[config.mk]
export PLATFORM = sky130hd
export DESIGN_NAME = ps2_keyboard
export DESIGN_NICKNAME = d
export VERILOG_FILES = /design/src/rtl/ps2_keyboard.sv
export SDC_FILE = /design/constraint.sdc
export NUM_CORES = 1
export LEC_CHECK = 0
export BUFFER_PORTS_ARGS = -buffer_cell sky130_fd_sc_hd__clkbuf_2
export CAP_MARGIN = 20
export CORE_MARGIN = 2
export CORE_UTILIZATION = 45
export DETAILED_ROUTE_END_ITERATION = 12
export PLACE_DENSITY = 0.58
export SETUP_SLACK_MARGIN = 0.15
export SLEW_MARGIN = 20
export SYNTH_ARGS = -nofsm -noshare
export SYNTH_HDL_FRONTEND = slang
export SYNTH_SLANG_ARGS = --single-unit
export TNS_END_PERCENT = 100
[constraint.sdc]
create_clock -name clk_in -period 4.1 [get_ports clk_in]
set_input_delay 1.23 -clock clk_in [delete_from_list [all_inputs] [get_ports clk_in]]
set_output_delay 1.23 -clock clk_in [all_outputs]
set_load 0.01 [all_outputs]
[src/rtl/ps2_keyboard.sv]
// rtl/ps2_keyboard.sv - PS/2 keyboard front end: pin sync, frame check, set-2 decode, ASCII byte output
//
// Parameters:
//   TIMEOUT_CYCLES   idle clk_in cycles before a partial frame is abandoned
//   FIFO_DEPTH_LOG2  log2 of the output FIFO depth (FIFO build only)
// Build option:
//   PS2KBD_FIFO_EN   defined: output queue is a 2**FIFO_DEPTH_LOG2-entry FIFO
//                    undefined: single holding register
// Ports:
//   clk_in       system clock
//   rst_in       synchronous active-high reset
//   ps2_clk_in   raw PS/2 clock pin (asynchronous)
//   ps2_data_in  raw PS/2 data pin (asynchronous)
//   data_out     ASCII character, bit 7 always 0
//   valid_out    data_out holds a character
//   ready_in     consumer accepts when valid_out & ready_in at a rising edge
//   error_out    one-cycle pulse on framing, parity, timeout or overflow error
module ps2_keyboard #(
  parameter int TIMEOUT_CYCLES  = 50000,
  parameter int FIFO_DEPTH_LOG2 = 2
) (
  input  logic       clk_in,
  input  logic       rst_in,
  input  logic       ps2_clk_in,
  input  logic       ps2_data_in,
  output logic [7:0] data_out,
  output logic       valid_out,
  input  logic       ready_in,
  output logic       error_out
);

  localparam int TW = $clog2(TIMEOUT_CYCLES + 1);

  if (TIMEOUT_CYCLES < 2) begin : g_bad_timeout
    $error("TIMEOUT_CYCLES must be at least 2");
  end
  if (FIFO_DEPTH_LOG2 < 1) begin : g_bad_depth
    $error("FIFO_DEPTH_LOG2 must be at least 1");
  end

  // Pin synchronizers; idle-high reset values avoid a false edge after reset.
  logic clk_s1, clk_s2, clk_prev, dat_s1, dat_s2;
  logic fall;

  always_ff @(posedge clk_in) begin
    if (rst_in) begin
      clk_s1   <= 1'b1;
      clk_s2   <= 1'b1;
      clk_prev <= 1'b1;
      dat_s1   <= 1'b1;
      dat_s2   <= 1'b1;
    end else begin
      clk_s1   <= ps2_clk_in;
      clk_s2   <= clk_s1;
      clk_prev <= clk_s2;
      dat_s1   <= ps2_data_in;
      dat_s2   <= dat_s1;
    end
  end

  assign fall = clk_prev & ~clk_s2;

  // Frame FSM
  typedef enum logic [1:0] {ST_IDLE, ST_DATA, ST_PARITY, ST_STOP} frame_state_t;
  frame_state_t state, state_nxt;

  logic [2:0]    bit_cnt;
  logic [7:0]    shreg;
  logic          par_ok;
  logic [TW-1:0] to_cnt;
  logic          timeout;
  logic          frame_err;
  logic          byte_done;
  logic          rx_stb;
  logic [7:0]    rx_byte;

  assign timeout = (state != ST_IDLE) && !fall && (to_cnt == TW'(TIMEOUT_CYCLES - 1));

  always_ff @(posedge clk_in) begin
    if (rst_in) state <= ST_IDLE;
    else        state <= state_nxt;
  end

  always_comb begin
    state_nxt = state;
    frame_err = 1'b0;
    byte_done = 1'b0;
    if (timeout) begin
      state_nxt = ST_IDLE;
      frame_err = 1'b1;
    end else if (fall) begin
      case (state)
        ST_IDLE:   if (!dat_s2) state_nxt = ST_DATA;
        ST_DATA:   if (bit_cnt == 3'd7) state_nxt = ST_PARITY;
        ST_PARITY: state_nxt = ST_STOP;
        ST_STOP: begin
          state_nxt = ST_IDLE;
          if (dat_s2 && par_ok) byte_done = 1'b1;
          else                  frame_err = 1'b1;
        end
        default:   state_nxt = ST_IDLE;
      endcase
    end
  end

  always_ff @(posedge clk_in) begin
    if (rst_in) begin
      bit_cnt <= 3'd0;
      shreg   <= 8'd0;
      par_ok  <= 1'b0;
      to_cnt  <= '0;
      rx_stb  <= 1'b0;
      rx_byte <= 8'd0;
    end else begin
      rx_stb <= byte_done;
      if (byte_done) rx_byte <= shreg;
      if (state == ST_IDLE || fall) to_cnt <= '0;
      else                          to_cnt <= to_cnt + 1'b1;
      if (fall) begin
        case (state)
          ST_IDLE:   bit_cnt <= 3'd0;
          ST_DATA: begin
            shreg   <= {dat_s2, shreg[7:1]};   // LSB arrives first
            bit_cnt <= bit_cnt + 3'd1;
          end
          ST_PARITY: par_ok <= ^{shreg, dat_s2};  // odd parity over data + parity
          default:   ;
        endcase
      end
    end
  end

  // Set-2 translation: {unshifted, shifted}; 0 in the unshifted half means unmapped.
  function automatic logic [15:0] xlate(input logic [7:0] code);
    xlate = 16'h0000;
    case (code)
      8'h1C: xlate = {8'h61, 8'h41};  8'h32: xlate = {8'h62, 8'h42};
      8'h21: xlate = {8'h63, 8'h43};  8'h23: xlate = {8'h64, 8'h44};
      8'h24: xlate = {8'h65, 8'h45};  8'h2B: xlate = {8'h66, 8'h46};
      8'h34: xlate = {8'h67, 8'h47};  8'h33: xlate = {8'h68, 8'h48};
      8'h43: xlate = {8'h69, 8'h49};  8'h3B: xlate = {8'h6A, 8'h4A};
      8'h42: xlate = {8'h6B, 8'h4B};  8'h4B: xlate = {8'h6C, 8'h4C};
      8'h3A: xlate = {8'h6D, 8'h4D};  8'h31: xlate = {8'h6E, 8'h4E};
      8'h44: xlate = {8'h6F, 8'h4F};  8'h4D: xlate = {8'h70, 8'h50};
      8'h15: xlate = {8'h71, 8'h51};  8'h2D: xlate = {8'h72, 8'h52};
      8'h1B: xlate = {8'h73, 8'h53};  8'h2C: xlate = {8'h74, 8'h54};
      8'h3C: xlate = {8'h75, 8'h55};  8'h2A: xlate = {8'h76, 8'h56};
      8'h1D: xlate = {8'h77, 8'h57};  8'h22: xlate = {8'h78, 8'h58};
      8'h35: xlate = {8'h79, 8'h59};  8'h1A: xlate = {8'h7A, 8'h5A};
      8'h16: xlate = {8'h31, 8'h21};  8'h1E: xlate = {8'h32, 8'h40};
      8'h26: xlate = {8'h33, 8'h23};  8'h25: xlate = {8'h34, 8'h24};
      8'h2E: xlate = {8'h35, 8'h25};  8'h36: xlate = {8'h36, 8'h5E};
      8'h3D: xlate = {8'h37, 8'h26};  8'h3E: xlate = {8'h38, 8'h2A};
      8'h46: xlate = {8'h39, 8'h28};  8'h45: xlate = {8'h30, 8'h29};
      8'h0E: xlate = {8'h60, 8'h7E};  8'h4E: xlate = {8'h2D, 8'h5F};
      8'h55: xlate = {8'h3D, 8'h2B};  8'h54: xlate = {8'h5B, 8'h7B};
      8'h5B: xlate = {8'h5D, 8'h7D};  8'h5D: xlate = {8'h5C, 8'h7C};
      8'h4C: xlate = {8'h3B, 8'h3A};  8'h52: xlate = {8'h27, 8'h22};
      8'h41: xlate = {8'h2C, 8'h3C};  8'h49: xlate = {8'h2E, 8'h3E};
      8'h4A: xlate = {8'h2F, 8'h3F};  8'h29: xlate = {8'h20, 8'h20};
      8'h5A: xlate = {8'h0D, 8'h0D};  8'h66: xlate = {8'h08, 8'h08};
      8'h76: xlate = {8'h1B, 8'h1B};  8'h0D: xlate = {8'h09, 8'h09};
      default: xlate = 16'h0000;
    endcase
  endfunction

  // Decoder
  logic       brk_pend, ext_pend, shift_q, ctrl_q, caps_q;
  logic [7:0] xl_lo, xl_hi;
  logic       is_letter, is_mod;
  logic       char_stb;
  logic [7:0] char_val;

  assign {xl_lo, xl_hi} = xlate(rx_byte);
  assign is_letter = (xl_lo >= 8'h61) && (xl_lo <= 8'h7A);
  assign is_mod    = (rx_byte == 8'h12) || (rx_byte == 8'h59) ||
                     (rx_byte == 8'h14) || (rx_byte == 8'h58);

  always_comb begin
    char_stb = 1'b0;
    char_val = 8'h00;
    if (rx_stb && rx_byte != 8'hF0 && rx_byte != 8'hE0 && !brk_pend) begin
      if (ext_pend) begin
        if (rx_byte == 8'h5A) begin
          char_stb = 1'b1;
          char_val = 8'h0D;
        end
      end else if (!is_mod && xl_lo != 8'h00) begin
        char_stb = 1'b1;
        if (is_letter && ctrl_q)  char_val = xl_hi & 8'h1F;
        else if (is_letter)       char_val = (shift_q ^ caps_q) ? xl_hi : xl_lo;
        else                      char_val = shift_q ? xl_hi : xl_lo;
      end
    end
  end

  always_ff @(posedge clk_in) begin
    if (rst_in) begin
      brk_pend <= 1'b0;
      ext_pend <= 1'b0;
      shift_q  <= 1'b0;
      ctrl_q   <= 1'b0;
      caps_q   <= 1'b1;
    end else if (rx_stb) begin
      if (rx_byte == 8'hF0) begin
        brk_pend <= 1'b1;
      end else if (rx_byte == 8'hE0) begin
        ext_pend <= 1'b1;
      end else begin
        brk_pend <= 1'b0;
        ext_pend <= 1'b0;
        if (brk_pend) begin
          if (rx_byte == 8'h12 || rx_byte == 8'h59) shift_q <= 1'b0;
          if (rx_byte == 8'h14)                     ctrl_q  <= 1'b0;
        end else if (ext_pend) begin
          if (rx_byte == 8'h14) ctrl_q <= 1'b1;
        end else begin
          if (rx_byte == 8'h12 || rx_byte == 8'h59) shift_q <= 1'b1;
          if (rx_byte == 8'h14)                     ctrl_q  <= 1'b1;
          if (rx_byte == 8'h58)                     caps_q  <= ~caps_q;
        end
      end
    end
  end

  // Output queue
  logic pop, ovf;
  assign pop = valid_out & ready_in;

`ifdef PS2KBD_FIFO_EN
  localparam int DEPTH = 1 << FIFO_DEPTH_LOG2;
  logic [7:0]               mem [DEPTH];
  logic [FIFO_DEPTH_LOG2:0] wr_ptr, rd_ptr;
  logic                     full, empty, push_ok;

  assign empty   = (wr_ptr == rd_ptr);
  assign full    = ((wr_ptr - rd_ptr) == (FIFO_DEPTH_LOG2 + 1)'(DEPTH));
  // A pop in the same cycle frees the slot a full queue needs.
  assign push_ok = char_stb && (!full || pop);
  assign ovf     = char_stb && full && !pop;

  always_ff @(posedge clk_in) begin
    if (rst_in) begin
      wr_ptr <= '0;
      rd_ptr <= '0;
    end else begin
      if (push_ok) wr_ptr <= wr_ptr + 1'b1;
      if (pop)     rd_ptr <= rd_ptr + 1'b1;
    end
  end

  always_ff @(posedge clk_in) begin
    if (push_ok) mem[wr_ptr[FIFO_DEPTH_LOG2-1:0]] <= char_val;
  end

  assign valid_out = !empty;
  assign data_out  = empty ? 8'h00 : mem[rd_ptr[FIFO_DEPTH_LOG2-1:0]];
`else
  logic [7:0] hold_q;
  logic       hold_vld;

  // The holding register counts as full while occupied, even if drained this cycle.
  assign ovf = char_stb && hold_vld;

  always_ff @(posedge clk_in) begin
    if (rst_in) begin
      hold_q   <= 8'h00;
      hold_vld <= 1'b0;
    end else begin
      if (pop) hold_vld <= 1'b0;
      if (char_stb && !hold_vld) begin
        hold_q   <= char_val;
        hold_vld <= 1'b1;
      end
    end
  end

  assign valid_out = hold_vld;
  assign data_out  = hold_q;
`endif

  always_ff @(posedge clk_in) begin
    if (rst_in) error_out <= 1'b0;
    else        error_out <= frame_err | ovf;
  end

endmodule

==> results of run 1 <==
-- layer usage --
| layer | vias to the layer above | global-route usage [%] | wire [um] | share of wire (%) |
|---|---|---|---|---|
| li1 | 2217 | - | - | - |
| met1 | 2218 | 37.08 | 6779 | 46 |
| met2 | 230 | 40.54 | 6305 | 43 |
| met3 | 36 | 5.046 | 1164 | 8.0 |
| met4 | 0 | 9.369 | 389 | 2.7 |
| met5 | - | 0 | 0 | 0 |
-- synthesized netlist by cell type (5+ instances only) --
library cell / number
dfxtp_1: 72
nand2_1: 70
a21oi_1: 49
nor2_1: 48
o21ai_0: 23
nand3_1: 21
clkbuf_1: 19
inv_1: 19
buf_2: 18
nor3_1: 15
ha_1: 14
mux2i_1: 13
xnor2_1: 12
xor2_1: 12
a31oi_1: 11
o211ai_1: 11
a21o_1: 10
a211oi_1: 9
or2_2: 9
or3_1: 9
nand3b_1: 8
o22ai_1: 8
nand4_1: 7
a211o_1: 6
and3_1: 6
nand2b_1: 6
o2111ai_1: 5
o21bai_1: 5
o2bb2ai_1: 5
-- worst max-delay path by stage --
stage,end,cells past startpoint,slack [ns]
final,register,13,0.72
after global routing,register,13,0.42
after CTS,register,13,0.83
after detailed placement,register,10,0.65
after global placement,register,7,0.71
after floorplan,register,13,0.46
-- through the flow --
step	cells	utilization (%)	area, um^2	setup slack [ns]
floorplan	610	-	4757	0.4635
CTS	747	49.56	5094	0.8280
global placement	732	47.66	4898	0.7100
detailed placement	732	47.66	4898	0.6459
finish	747	49.56	5094	0.7223
global route	747	49.56	5094	0.4245
-- kinds of logic after synthesis --
| family | share of synthesized area (%) |
|---|---|
| flip-flops | 30.30 |
| adder cells (fa/ha/maj) | 3.682 |
| AO/OA/AOI/OAI | 27.85 |
| AND/OR/NAND/NOR | 23.70 |
| multiplexers | 3.051 |
| XOR/XNOR | 4.419 |
| other | 0.07883 |
| buffers and inverters | 6.918 |
-- cell type report --
cell class	count	share of cell area, %
multi-input combinational	469	58.63
tap	136	3.341
timing repair buffer	33	4.225
sequential	72	28.30
clock inverter	4	1.056
clock buffer	11	2.776
inverter	22	1.670
-- where the power goes --
part	leakage [nW]	switching [mW]	internal (mW)
combinational	1.15	0.0160	0.00703
sequential	0.581	0.00179	0.701
clock	0.0920	0.272	0.297
total	1.82	0.290	1.00
-- worst max-delay path, cell delays in order, from the launching register on --
cell and delay (ns):
dfxtp_1 0.40, ha_1 0.19, nand3b_1 0.29, o21ai_0 0.38, a21oi_1 0.17, inv_1 0.18, ha_1 0.23, inv_1 0.14
nor2_1 0.15, o21ai_0 0.28, nor4_2 0.55, a211o_1 0.17, nor3_1 0.05, o32ai_1 0.12
==> flow_metrics.py, run 1 <==
metrics = {
    "synth": {
        "synth_area_leaders": "dfxtp_1 30%, nand2_1 5.5%, a21oi_1 5.2%, nor2_1 3.8%, ha_1 3.7%",
        "synth.avg_cell_area_um2": 7.798,
        "synth_edf_count": 0,
        "synthesis.area_um2": 4757,
        "synth_area_leader_cell": "dfxtp_1",
        "ys.flop_type": "dfxtp_1",
        "synth_cell_type_count": 80,
        "ys_seq_area_share_pct": 30.30,
        "ys_seq_elements": 72,
        "synth_top_area_share_pct": 30.30,
        "syn_inst": 610,
        "async_reset_ff_share_pct": 0,
        "syn_nets": 629,
        "synth_warnings": 0,
    },
    "sta": {
        "slew-limit-headroom_pct": 39.23,
        "maxSlewViolCount": 0,
        "layout_worst_path_cycle_share_pct": 82.38,
        "hold_slack_ns": 0.4184,
        "skew_ns": 0.01214,
        "finalSetupViolations": 0,
        "final_hold_viol_count": 0,
        "fmax_ghz": 0.2961,
        "finalCriticalPeriod_ns": 3.378,
        "rsz0062_at_grt": "no",
        "tns_ns": 0,
        "tightest_slew_ns": 0.8998,
    },
    "floorplan": {
        "die_y_um": 106.8,
        "ioPinCount": 15,
        "num_rows": 37,
        "die_w_um": 106.8,
        "coreArea_um2": 10280,
        "start_util_pct": 46.29,
        "dieArea_um2": 11410,
    },
    "grt": {
        "track_usage_pct": 26.46,
        "grt_max_degree": 29,
        "gr-total-overflow": 0,
        "grt_pass1_wl_um": 23580,
        "antenna_found_initial": 0,
        "grt_pass1_vias": 4379,
    },
    "routing": {
        "drc": 0,
        "antenna_left": 0,
        "dr.first_iter.drc_count": 491,
        "vias": 4701,
        "wirelength_um": 14640,
        "drtPass1Iterations": 5,
        "wl_per_cell_um": 19.60,
        "avgViaCountPerCell": 6.293,
    },
    "clock_tree": {
        "htree_levels": 3,
        "cts_setup_buffers": 0,
        "cts_tree": "built",
        "clockRootBuffer": "clkbuf_8",
        "ctsResizeCount": 0,
        "clk_latency_ns": 0.35,
        "cts.sinks": 72,
        "cts_hold_buf": 0,
        "max-clock-path-buffers": 2,
        "cts_made_buffers": 9,
        "clk_pin_slew_ns": 0.08,
    },
    "worst_setup_path": {
        "end_kind": "register",
        "cp.arrival_ns": 3.65,
        "r2r_slack_ns": 0.72,
        "cp-start-kind": "register",
        "critical_path.startpoint": "state[1]",
        "crit_type": "register to register",
        "required_ns": 4.37,
        "r2r.worst_path.cells": 13,
        "path_max_fanout": 7,
        "r2r_start": "state[1]",
    },
    "power_and_ir_drop": {
        "power_density_nw_per_um2": 254.1,
        "peakVddDrop_mv": 0.1349,
        "power_leakage_nw": 1.820,
        "p_total_mw": 1.294,
    },
    "cells_and_area": {
        "final_common_cell": "dfxtp_1",
        "multi_input_area_um2": 2987,
        "layout_common_cells": "72 x dfxtp_1, 70 x nand2_1, 49 x a21oi_1, 48 x nor2_1, 23 x o21ai_0",
        "diodes": 0,
        "area.growth.synth_to_final_pct": 7.075,
        "fillCellCount": 1088,
        "ff_latch_area_um2": 1441,
        "fin_nets": 626,
        "layout-drive-gt1-share_pct": 11.62,
    },
    "hold_path": {
        "timing.hold.worst.class": "register to register",
        "hp-start": "dat_s1",
        "hold_path_end": "dat_s2",
        "hold_path_depth": 1,
    },
    "job": {
        "drv_cap": 0,
    },
    "placed_design": {
        "dp_hpwl_um": 10830,
        "gp_congestion": 0.9704,
        "portBuffers": 13,
    },
    "outcome": {
        "status": "complete, no violations",
    },
}
(Power assumes the default switching activity.)
==> inputs of run 2 (changes only) <==
==> constraint.sdc (replaced) <==
create_clock -name clk_in -period 3.5 [get_ports clk_in]
set_input_delay 1.05 -clock clk_in [delete_from_list [all_inputs] [get_ports clk_in]]
set_output_delay 1.05 -clock clk_in [all_outputs]
set_load 0.01 [all_outputs]
==> run 2 against run 1 <==
Compared with the run above:
- global-route usage fell by 0.46 points
- routed wire length fell by 1.3%
- cell count rose by 1.6%
- critical path type unchanged
- largest power group unchanged
==> flow_metrics.py, run 2 (synthesis results as in run 1) <==
metrics = {
    "outcome": {
        "status": "complete, no violations",
    },
    "power_and_ir_drop": {
        "sw_frac_of_total_pct": 22.36,
        "power_leakage_nw": 1.893,
        "p_sw_uw": 345.7,
        "internal_power_mw": 1.200,
        "clkPwrFrac_pct": 44.9,
        "combPwrFrac_pct": 1.8,
        "power_density_nw_per_um2": 297.1,
        "p_total_mw": 1.546,
        "seqPwrFrac_pct": 53.2,
        "peakVddDrop_mv": 0.1858,
    },
    "routing": {
        "avgViaCountPerCell": 6.219,
        "drc": 0,
        "wl_per_cell_um": 19.04,
        "antenna_left": 0,
        "drtPass1Iterations": 5,
        "dr.first_iter.drc_count": 393,
        "wirelength_um": 14450,
        "vias": 4720,
    },
    "placed_design": {
        "gp_congestion": 0.9740,
        "dp_hpwl_um": 10620,
        "dp.cells": 743,
        "place_area_um2": 4997,
        "portBuffers": 13,
        "pre_cts_ws_ns": 0.2791,
    },
    "floorplan": {
        "die_w_um": 106.8,
        "start_util_pct": 46.29,
        "ioPinCount": 15,
        "num_rows": 37,
        "coreArea_um2": 10280,
        "dieArea_um2": 11410,
        "die_y_um": 106.8,
    },
    "cells_and_area": {
        "post-route-cell-area_um2": 5204,
        "final_util_pct": 50.63,
        "area.growth.synth_to_final_pct": 9.390,
        "layout-drive-gt1-share_pct": 13.48,
        "layout_common_cells": "72 x dfxtp_1, 70 x nand2_1, 48 x a21oi_1, 48 x nor2_1, 30 x buf_4",
        "final_cells": 759,
        "fillCellCount": 1027,
        "diodes": 0,
        "final_common_cell": "dfxtp_1",
        "fin_nets": 637,
    },
    "grt": {
        "antenna_found_initial": 0,
        "grt_pass1_wl_um": 23240,
        "track_usage_pct": 26.00,
        "gr-total-overflow": 0,
        "grt_pass1_vias": 4413,
        "grt_max_degree": 29,
    },
    "clock_tree": {
        "htree_levels": 3,
        "cts.sinks": 72,
        "max-clock-path-buffers": 2,
        "cts_hold_buf": 0,
        "clockRootBuffer": "clkbuf_8",
        "cts_tree": "built",
        "clk_latency_ns": 0.35,
        "cts_made_buffers": 9,
        "cts_setup_buffers": 0,
        "clk_pin_slew_ns": 0.08,
        "ctsResizeCount": 0,
    },
    "sta": {
        "tns_ns": 0,
        "finalCriticalPeriod_ns": 2.895,
        "tightest_slew_ns": 0.7801,
        "maxSlewViolCount": 0,
        "hold_slack_ns": 0.4163,
        "finalSetupViolations": 0,
        "skew_ns": 0.007176,
        "finalWorstSetupSlack_ns": 0.6045,
        "rsz0062_at_grt": "no",
        "layout_worst_path_cycle_share_pct": 82.73,
        "final_hold_viol_count": 0,
        "fmax_ghz": 0.3454,
        "slew-limit-headroom_pct": 47.26,
    },
    "worst_setup_path": {
        "cpMaxStageDelayCell": "dfxtp_1",
        "crit_type": "register to register",
        "crit_path_max_incr_delay_ns": 0.38,
        "r2r.worst_path.cells": 13,
        "required_ns": 3.78,
        "path_cells": "ha_1, nand3b_1, o21ai_0, a21oi_1, inv_1, ha_1, inv_1, nor2_1, o21ai_0, nor4_2, buf_4, a21oi_1, a31oi_1",
        "path_max_fanout": 6,
        "end_kind": "register",
        "cp-start-kind": "register",
        "cp.arrival_ns": 3.17,
    },
    "hold_path": {
        "timing.hold.worst.class": "register to register",
        "hold_path_depth": 1,
    },
    "job": {
        "drv_cap": 0,
    },
}
## run 2: layout make-up
type / count / area [um^2] / area share (%)
Multi-Input combinational cell: 469 / 2990 / 57.47
Sequential cell: 72 / 1441 / 27.70
Timing Repair Buffer: 44 / 310.3 / 5.963
Tap cell: 136 / 170.2 / 3.270
Clock buffer: 12 / 155.1 / 2.981
Inverter: 22 / 85.08 / 1.635
Clock inverter: 4 / 51.30 / 0.9858
## run 2: path summary, 6_finish.rpt
check,from,slack (ns),endpoint
hold / removal,clk_s1,0.42,clk_s2
hold reg to reg,clk_s1,0.42,clk_s2
setup / recovery,state[1],0.60,register
setup reg to reg,state[1],0.60,register
## run 2: power by group through the flow
| stage | registers (mW) | clock network (mW) | logic [mW] |
|---|---|---|---|
| floorplan | 0.842 | 0 | 0.0199 |
| global placement | 0.842 | 0 | 0.0278 |
| detailed placement | 0.842 | 0 | 0.0279 |
| CTS | 0.823 | 0.711 | 0.0283 |
| global route | 0.823 | 0.742 | 0.0315 |
| finish | 0.823 | 0.694 | 0.0282 |
## run 2: per-layer routing
layer  GRT usage (%)  wire length (um)
met5               0                 0
met4           10.58               449
met3           5.471               994
met2           39.40              6283
met1           35.93              6721
## run 2: critical path: cells and delay by family (launching register included)
kind,cells,cell delay [ns]
AO/OA/AOI/OAI,5,0.92
AND/OR/NAND/NOR,3,0.60
buffers and inverters,3,0.49
adder cells (fa/ha/maj),2,0.41
flip-flops,1,0.38
==> inputs of run 3 (changes only) <==
--- a/config.mk
+++ b/config.mk
@@ -10,7 +10,7 @@
 export CORE_MARGIN = 2
 export CORE_UTILIZATION = 45
 export DETAILED_ROUTE_END_ITERATION = 12
-export PLACE_DENSITY = 0.58
+export PLACE_DENSITY = 0.6
 export SETUP_SLACK_MARGIN = 0.15
 export SLEW_MARGIN = 20
 export SYNTH_ARGS = -nofsm -noshare
==> constraint.sdc (replaced) <==
create_clock -name clk_in -period 2.55 [get_ports clk_in]
set_input_delay 0.765 -clock clk_in [delete_from_list [all_inputs] [get_ports clk_in]]
set_output_delay 0.765 -clock clk_in [all_outputs]
set_load 0.01 [all_outputs]
==> run 3 against run 2 <==
Compared with the run above:
- critical path type unchanged
- final area rose by 23%
- routed wire length rose by 16%
- sequential share of layout area fell by 5.1 points
- clock skew rose by 0.0021 ns
- largest cell class unchanged
- setup slack got worse by 0.51 ns
- die area did not move
- highest routed layer unchanged
- first-iteration DRC count rose by 57%
- utilization rose by 12 points
==> flow_metrics.py, run 3 (synthesis results as in run 1) <==
metrics = {
    "routing": {
        "antenna_left": 0,
        "wirelength_um": 16710,
        "wl_per_cell_um": 19.63,
        "vias": 5286,
        "dr.first_iter.drc_count": 616,
        "drc": 0,
        "drtPass1Iterations": 5,
        "avgViaCountPerCell": 6.212,
    },
    "clock_tree": {
        "clk_pin_slew_ns": 0.08,
        "cts_tree": "built",
        "clockRootBuffer": "clkbuf_8",
        "cts_made_buffers": 9,
        "max-clock-path-buffers": 2,
        "clk_latency_ns": 0.37,
        "cts_hold_buf": 0,
        "htree_levels": 3,
        "cts.sinks": 72,
    },
    "worst_setup_path": {
        "cp.arrival_ns": 2.73,
        "required_ns": 2.83,
        "crit_type": "register to register",
        "path_max_fanout": 5,
        "critical_path.startpoint": "state[1]",
        "cp-start-kind": "register",
        "end_kind": "register",
        "path_cells": "ha_4, and3b_2, buf_6, buf_4, and3_4, or2_2, buf_4, o21a_1, o221ai_2, o22ai_1, o22ai_1",
        "cpMaxStageDelayCell": "dfxtp_2",
        "r2r_start": "state[1]",
        "crit_path_max_incr_delay_ns": 0.34,
    },
    "cells_and_area": {
        "final_util_pct": 62.32,
        "fin_nets": 729,
        "layout-drive-gt1-share_pct": 33.99,
        "final_cells": 851,
        "final_common_cell": "buf_4",
        "layout_common_cells": "100 x buf_4, 68 x dfxtp_1, 65 x nand2_1, 43 x nor2_1, 41 x a21oi_1",
        "diodes": 0,
        "area.growth.synth_to_final_pct": 34.64,
    },
    "grt": {
        "antenna_found_initial": 0,
        "grt_max_degree": 22,
        "grt_pass1_wl_um": 26540,
        "grt_pass1_vias": 4954,
        "track_usage_pct": 29.73,
        "gr-total-overflow": 0,
    },
    "placed_design": {
        "dp_hpwl_um": 12230,
        "gp_congestion": 1.041,
        "portBuffers": 13,
        "dp.cells": 815,
        "pre_cts_ws_ns": -0.08259,
    },
    "sta": {
        "finalCriticalPeriod_ns": 2.456,
        "slew-limit-headroom_pct": 67.17,
        "tightest_slew_ns": 0.4788,
        "layout_worst_path_cycle_share_pct": 96.30,
        "finalWorstSetupSlack_ns": 0.09441,
        "skew_ns": 0.009270,
        "maxSlewViolCount": 0,
        "finalSetupViolations": 0,
        "fmax_ghz": 0.4072,
        "final_hold_viol_count": 0,
        "rsz0062_at_grt": "yes",
        "hold_slack_ns": 0.4142,
    },
    "floorplan": {
        "start_util_pct": 46.29,
        "ioPinCount": 15,
        "num_rows": 37,
        "die_w_um": 106.8,
        "die_y_um": 106.8,
        "coreArea_um2": 10280,
        "dieArea_um2": 11410,
    },
    "hold_path": {
        "hp-start": "clk_s1",
        "timing.hold.worst.class": "register to register",
    },
    "power_and_ir_drop": {
        "power_leakage_nw": 2.438,
        "peakVddDrop_mv": 0.2558,
        "power_density_nw_per_um2": 346.4,
    },
    "job": {
        "drv_cap": 0,
    },
    "outcome": {
        "status": "complete, no violations",
    },
}
-- run 3: changes by cell type in the layout (fill, tap and decap cells not counted), sizes merged --
cell      before  now
buf           31  123
bufinv         1    2
clkbuf        25   24
clkinvlp       1    0
inv           22   23
-- run 3: repair_timing --
item	in CTS	in global routing
pin swaps	18	20
resized for setup	43	42
buffers inserted	12	8
endpoints found under the setup margin	14	19
cloned	0	0
-- run 3: area by class of cell --
type	instances	area (um^2)
Clock buffer	11	141.4
Clock inverter	5	78.83
Fill cell	925	3872
Inverter	22	97.59
Multi-Input combinational cell	469	3314
Sequential cell	72	1446
Tap cell	136	170.2
Timing Repair Buffer	136	1156
-- run 3: through the flow --
| step | setup TNS, ns | instance area [um^2] | total power, mW |
|---|---|---|---|
| after global placement | -0.2742 | 5687 | 1.204 |
| after floorplan | -0.5939 | 4913 | 1.192 |
| after detailed placement | -0.3472 | 5687 | 1.205 |
| final | 0 | 6405 | 2.218 |
| after global routing | -0.03460 | 6405 | 2.292 |
| after CTS | 0 | 6151 | 2.239 |
-- run 3: per-layer routing --
layer / wire, um / share of wire (%) / global-route usage, %
met1: 7513 / 45 / 41.48
met2: 7312 / 44 / 45.31
met3: 1333 / 8.0 / 5.593
met4: 547 / 3.3 / 11.60
met5: 0 / 0 / 0
-- run 3: worst paths after layout --
kind	end	slack (ns)	cells past startpoint
worst max-delay path	register	0.09	11
worst min-delay path	clk_s2	0.41	1
worst max register to register	register	0.09	11
worst min register to register	clk_s2	0.41	1
-- run 3: worst max-delay path: cells and delay by family, from the launching register on --
kind	cells	cell delay (ns)
compound gates	4	0.71
fa+ha+maj	1	0.15
buf+inv	3	0.45
flops	1	0.34
simple gates	3	0.73
-- run 3: power by group --
part           internal, mW  leakage [nW]  switching (mW)
clock                 0.578         0.114           0.459
sequential             1.13         0.582         0.00297
combinational        0.0206          1.74          0.0299
total                  1.73          2.44           0.492
